**src/rtl/sevenseg_pkg.sv**
```systemverilog
// sevenseg_pkg: nibble-to-glyph lookup (active-low {a,b,c,d,e,f,g}) and the all-segments-off constant
package sevenseg_pkg;
  localparam logic [6:0] SEG_OFF = 7'b1111111;
  function automatic logic [6:0] glyph(input logic [3:0] n);
    case (n)
      4'h0: glyph = 7'b0000001;
      4'h1: glyph = 7'b1001111;
      4'h2: glyph = 7'b0010010;
      4'h3: glyph = 7'b0000110;
      4'h4: glyph = 7'b1001100;
      4'h5: glyph = 7'b0100100;
      4'h6: glyph = 7'b0100000;
      4'h7: glyph = 7'b0001111;
      4'h8: glyph = 7'b0000000;
      4'h9: glyph = 7'b0000100;
      4'ha: glyph = 7'b0001000;
      4'hb: glyph = 7'b1100000;
      4'hc: glyph = 7'b0110001;
      4'hd: glyph = 7'b1000010;
      4'he: glyph = 7'b0110000;
      default: glyph = 7'b0111000;
    endcase
  endfunction
endpackage

```
**src/rtl/sevenseg_tick_gen.sv**
```systemverilog
// sevenseg_tick_gen: prescaler giving a one-cycle tick every CLK_DIV clocks; ports clk, rst_n -> tick
module sevenseg_tick_gen #(
  parameter int CLK_DIV = 1000
) (
  input  logic clk,
  input  logic rst_n,
  output logic tick
);
  localparam int CW = $clog2(CLK_DIV);
  logic [CW-1:0] cnt;
  assign tick = cnt == CW'(CLK_DIV - 1);
  always_ff @(posedge clk or negedge rst_n)
    if (!rst_n) cnt <= '0;
    else cnt <= tick ? '0 : cnt + 1'b1;
endmodule

```
**src/rtl/sevenseg_scan.sv**
```systemverilog
// sevenseg_scan: multiplexed 7-seg scanner with LZ blanking, PWM dimming, frame-synchronous updates; ports clk, rst_n, value, dp_mask, load, blank_lz, brightness -> an, sev_out, dp_out, frame_done
module sevenseg_scan import sevenseg_pkg::*; #(
  parameter int NUM_DIGITS     = 8,
  parameter int CLK_DIV        = 1000,
  parameter int PWM_BITS       = 4,
  parameter bit AN_ACTIVE_LOW  = 1'b1,
  parameter bit SEG_ACTIVE_LOW = 1'b1
) (
  input  logic                    clk,
  input  logic                    rst_n,
  input  logic [4*NUM_DIGITS-1:0] value,
  input  logic [NUM_DIGITS-1:0]   dp_mask,
  input  logic                    load,
  input  logic                    blank_lz,
  input  logic [PWM_BITS-1:0]     brightness,
  output logic [NUM_DIGITS-1:0]   an,
  output logic [6:0]              sev_out,
  output logic                    dp_out,
  output logic                    frame_done
);
  localparam int IW = $clog2(NUM_DIGITS);
  localparam logic [NUM_DIGITS-1:0] AN_OFF = {NUM_DIGITS{AN_ACTIVE_LOW}};
  localparam logic [6:0] SEG_INV = {7{!SEG_ACTIVE_LOW}};
  localparam logic DP_INV = !SEG_ACTIVE_LOW;
  logic tick, wrap, pend_new, lit, dp_lo;
  logic [IW-1:0] idx, lz_limit, lz_next;
  logic [PWM_BITS-1:0] pwm_cnt;
  logic [4*NUM_DIGITS-1:0] pend_val, disp_val;
  logic [NUM_DIGITS-1:0] pend_dp, disp_dp, an_hi;
  logic [6:0] seg_lo;
  sevenseg_tick_gen #(.CLK_DIV(CLK_DIV)) u_tick (
    .clk  (clk),
    .rst_n(rst_n),
    .tick (tick)
  );
  assign wrap = tick && idx == IW'(NUM_DIGITS - 1);
  always_comb begin
    lz_next = '0;
    for (int i = 1; i < NUM_DIGITS; i++)
      if (pend_val[4*i +: 4] != 4'h0) lz_next = IW'(i);
  end
  always_ff @(posedge clk or negedge rst_n)
    if (!rst_n) begin
      idx        <= '0;
      pwm_cnt    <= '0;
      pend_val   <= '0;
      pend_dp    <= '0;
      pend_new   <= 1'b0;
      disp_val   <= '0;
      disp_dp    <= '0;
      lz_limit   <= '0;
      frame_done <= 1'b0;
    end else begin
      if (tick) idx <= wrap ? '0 : idx + 1'b1;
      pwm_cnt    <= pwm_cnt + 1'b1;
      frame_done <= wrap;
      if (wrap && pend_new) begin
        disp_val <= pend_val;
        disp_dp  <= pend_dp;
        lz_limit <= lz_next;
      end
      if (load) begin
        pend_val <= value;
        pend_dp  <= dp_mask;
      end
      pend_new <= load || (pend_new && !wrap);
    end
  assign lit    = !(blank_lz && idx > lz_limit) && (&brightness || pwm_cnt < brightness);
  assign an_hi  = lit ? NUM_DIGITS'(1) << idx : '0;
  assign seg_lo = lit ? glyph(disp_val[{idx, 2'b00} +: 4]) : SEG_OFF;
  assign dp_lo  = lit ? !disp_dp[idx] : 1'b1;
  always_ff @(posedge clk or negedge rst_n)
    if (!rst_n) begin
      an      <= AN_OFF;
      sev_out <= SEG_OFF ^ SEG_INV;
      dp_out  <= 1'b1 ^ DP_INV;
    end else begin
      an      <= an_hi ^ AN_OFF;
      sev_out <= seg_lo ^ SEG_INV;
      dp_out  <= dp_lo ^ DP_INV;
    end
endmodule
```
**config.mk**
```make
export PLATFORM = sky130hd
export DESIGN_NAME = sevenseg_scan
export DESIGN_NICKNAME = d
export VERILOG_FILES = /design/src/rtl/sevenseg_pkg.sv /design/src/rtl/sevenseg_tick_gen.sv /design/src/rtl/sevenseg_scan.sv
export SDC_FILE = /design/constraint.sdc
export NUM_CORES = 1
export LEC_CHECK = 0
export CAP_MARGIN = 10
export CORE_UTILIZATION = 30
export CTS_CLUSTER_SIZE = 24
export DETAILED_ROUTE_END_ITERATION = 7
export DONT_BUFFER_PORTS = 1
export PLACE_DENSITY = 0.47
export SYNTH_ARGS = -nofsm -noshare
export SYNTH_HDL_FRONTEND = slang
export SYNTH_SLANG_ARGS = --single-unit
```
**constraint.sdc**
```tcl
create_clock -name clk -period 2.75 [get_ports clk]
set_input_delay 0.55 -clock clk [delete_from_list [all_inputs] [get_ports clk]]
set_output_delay 0.55 -clock clk [all_outputs]
set_load 0.01 [all_outputs]
```
==> reports/metrics.csv <==
metric,value,unit
outcome,"complete, but fails checks",
violations,negative hold slack,
combinationalPowerShare,0.021,
critPathCaptureType,register,
drtIter0Drc,157,
post-route-period-util,0.881,
crit_arrival,2.73,ns
wirelength,10700,microns
dp_cells,598,
place_hpwl,7530,microns
critPathKind,reg -> reg,
crit_path_max_fanout,8,
die-width,135,microns
diodes,0,
die_h,135,microns
drt-wirelength-per-cell,17.0,microns
cts.sinks,118,
worstPathBufferInverterCount,1,
startpoint_type,register,
syn2layout_area_growth,15.4,%
required,3.06,ns
cpPeakStageDelay,0.56,ns
first_pass_iters,4,
grt_max_degree,119,
nFillCells,1652,
grt_usage,0.132,
synth_area,5290,sq um
hold_class,in -> async,
synth_edf_count,0,
cp_slowest_cell,mux4_2,
drive_gt1_frac,0.361,
timing.final.ws_setup,0.326,ns
io_pins,65,
fin_nets,460,
finalSetupViolCount,0,
port_buffers,0,
drcViolationCount,0,
cap_violations,0,
synth-async-reset-ratio,1.00,
root_buffer,clkbuf_16,
pre_cts_slack,0.313,ns
hold_viol,111,
finalCriticalPeriod,2.42,ns
p_total,4.10,mW
core_area,17200,sq um
fin_skew,0.00786,ns
num_rows,48,
layout_common_cells,"102 x dfrtp_1, 84 x mux2_2, 23 x nand2_1, 20 x ha_1, 17 x clkbuf_16",
rsz0062_at_grt,false,
h-tree-depth,4,
multi_input_area,2130,sq um
drt-vias-per-instance,4.77,
layout_commonest_cell,dfrtp_1,
synth.distinct_cells,46,
grt_pass1_vias,3215,
grt-ovfl-total,0,
p_leak,2.68,nW
grt_first_pass_wirelength,17600,microns
clkLatencyLatePin,0.42,ns
swShare,0.210,
seqCellArea,2970,sq um
worst_slew_pin_slew,0.639,ns
relSlewSlack,0.574,
ys_ff_latch,118,
antenna_found_initial,0,
setup.worst_path.start,idx[0],
cts.clk_slew.worst_paths,0.05,ns
cts_tree,built,
fmax,413,MHz
switchingPower,862,uW
synthCells,383,
reg2reg_from,idx[0],
p_int,3.24,mW
die_area,18200,sq um
power_density,673,nW/um^2
pwr-share-seq,0.451,
p_clk_frac,0.527,
final_max_slew_viol_count,0,
crit_path_cell_trace,mux4_2 > mux2i_1 > inv_1 > ha_1 > nor4_1 > a311oi_1,
cts_buffers,17,
ant_nets,0,
vias,2998,
synth_warnings,0,
syn_nets,451,
start_util,0.307,
vdd_ir_drop_max,474,uV
cts_buffer_depth,2,
avgSynthCellArea,13.8,sq um
whs,-0.172,ns
path_delay_family,multiplexers,
synth_ff_type,dfrtp_1,
instances_no_fill,629,
ctsResizeCount,0,
tns,0,ns
cts_setup_buffers,0,
seq_area_frac_synth,0.562,
routabilityCongestion,0.774,
-- logic make-up (layout without fill, tap and decap cells) --
logic type,after synthesis,in the layout,synth area share
and+or+nand+nor,71,71,0.0660
xor gates and xnor gates,9,9,0.0149
DFF,118,118,0.562
AOI/OAI and AO/OA,32,32,0.0417
muxes,100,100,0.233
adders and majority gates,20,20,0.0473
buffers and inverters,33,54,0.0350
-- cell type report --
cell class              instances  share of cell area
well taps                     225              0.0462
inverters                      16              0.0107
clock buffers                  20              0.0749
flip-flops and latches        118               0.487
repair buffers                  7              0.0107
multi-input cells             232               0.349
clock inverters                11              0.0209
-- Yosys cell counts (2+ instances only) --
library cell | number | area, sq um
mux4_2 | 5 | 113
o221ai_1 | 4 | 35.0
nor2_1 | 14 | 52.6
buf_6 | 7 | 78.8
mux2_2 | 84 | 946
a21oi_1 | 3 | 15.0
nand2_1 | 23 | 86.3
or4_1 | 4 | 30.0
nor2b_1 | 2 | 12.5
dfstp_2 | 16 | 420
o31ai_1 | 2 | 15.0
nor4_1 | 5 | 31.3
and3_1 | 2 | 12.5
mux2i_1 | 7 | 70.1
nand3_1 | 15 | 75.1
a211oi_1 | 2 | 15.0
clkbuf_1 | 8 | 30.0
ha_1 | 20 | 250
mux4_1 | 3 | 78.8
inv_1 | 15 | 56.3
xor2_1 | 4 | 35.0
o21bai_1 | 2 | 15.0
xnor2_1 | 5 | 43.8
dfrtp_1 | 102 | 2550
o21ai_0 | 8 | 40.0
-- state kept, by name (all words and copies together), names as in the netlist --
name        flops
disp_dp         8
sev_out         7
dp_out          1
idx             3
u_tick.cnt     10
an              8
pwm_cnt         4
pend_new        1
disp_val       32
pend_val       32
frame_done      1
pend_dp         8
lz_limit        3
-- final timing paths --
check	end	slack, ns	cells after the start
min in group clk	pend_new	0.24	1
max in group asynchronous	an[7]	2.68	0
worst max register to register	sev_out[6]	0.33	6
worst min-delay path	pend_val[22]	-0.17	0
worst min register to register	pend_new	0.46	1
worst max-delay path	sev_out[6]	0.33	6
-- per-stage QoR --
| stage | hold WS, ns | instance area (sq um) | util |
|---|---|---|---|
| after floorplan | 0.254 | 5290 | - |
| after global placement | 0.258 | 5510 | 0.320 |
| after detailed placement | 0.258 | 5510 | 0.320 |
| after CTS | -0.196 | 6100 | 0.354 |
| after global routing | -0.199 | 6100 | 0.354 |
| final | -0.172 | 6100 | 0.354 |
-- power by group through the flow --
stage          sequential [mW]  combinational (mW)  clock, mW
5_1_grt                   1.86              0.0963       2.31
6_report                  1.85              0.0882       2.16
3_5_place_dp              1.88              0.0894          0
4_1_cts                   1.85              0.0900       2.23
2_1_floorplan             1.86              0.0879          0
3_3_place_gp              1.88              0.0864          0
-- worst reg2reg max path, stage by stage, from the launching register on --
cell and delay [ns]:
dfrtp_1 0.55, mux4_2 0.56, mux2i_1 0.37, inv_1 0.19
ha_1 0.27, nor4_1 0.29, a311oi_1 0.08
-- per-layer routing --
layer  routed length [microns]  vias to the layer above  track usage
li1                          -                     1397            -
met1                      5000                     1520        0.169
met2                      4940                       70        0.200
met3                       574                       11       0.0450
met4                       154                        0       0.0599
met5                         0                        -            0
(Power assumes the default switching activity.)
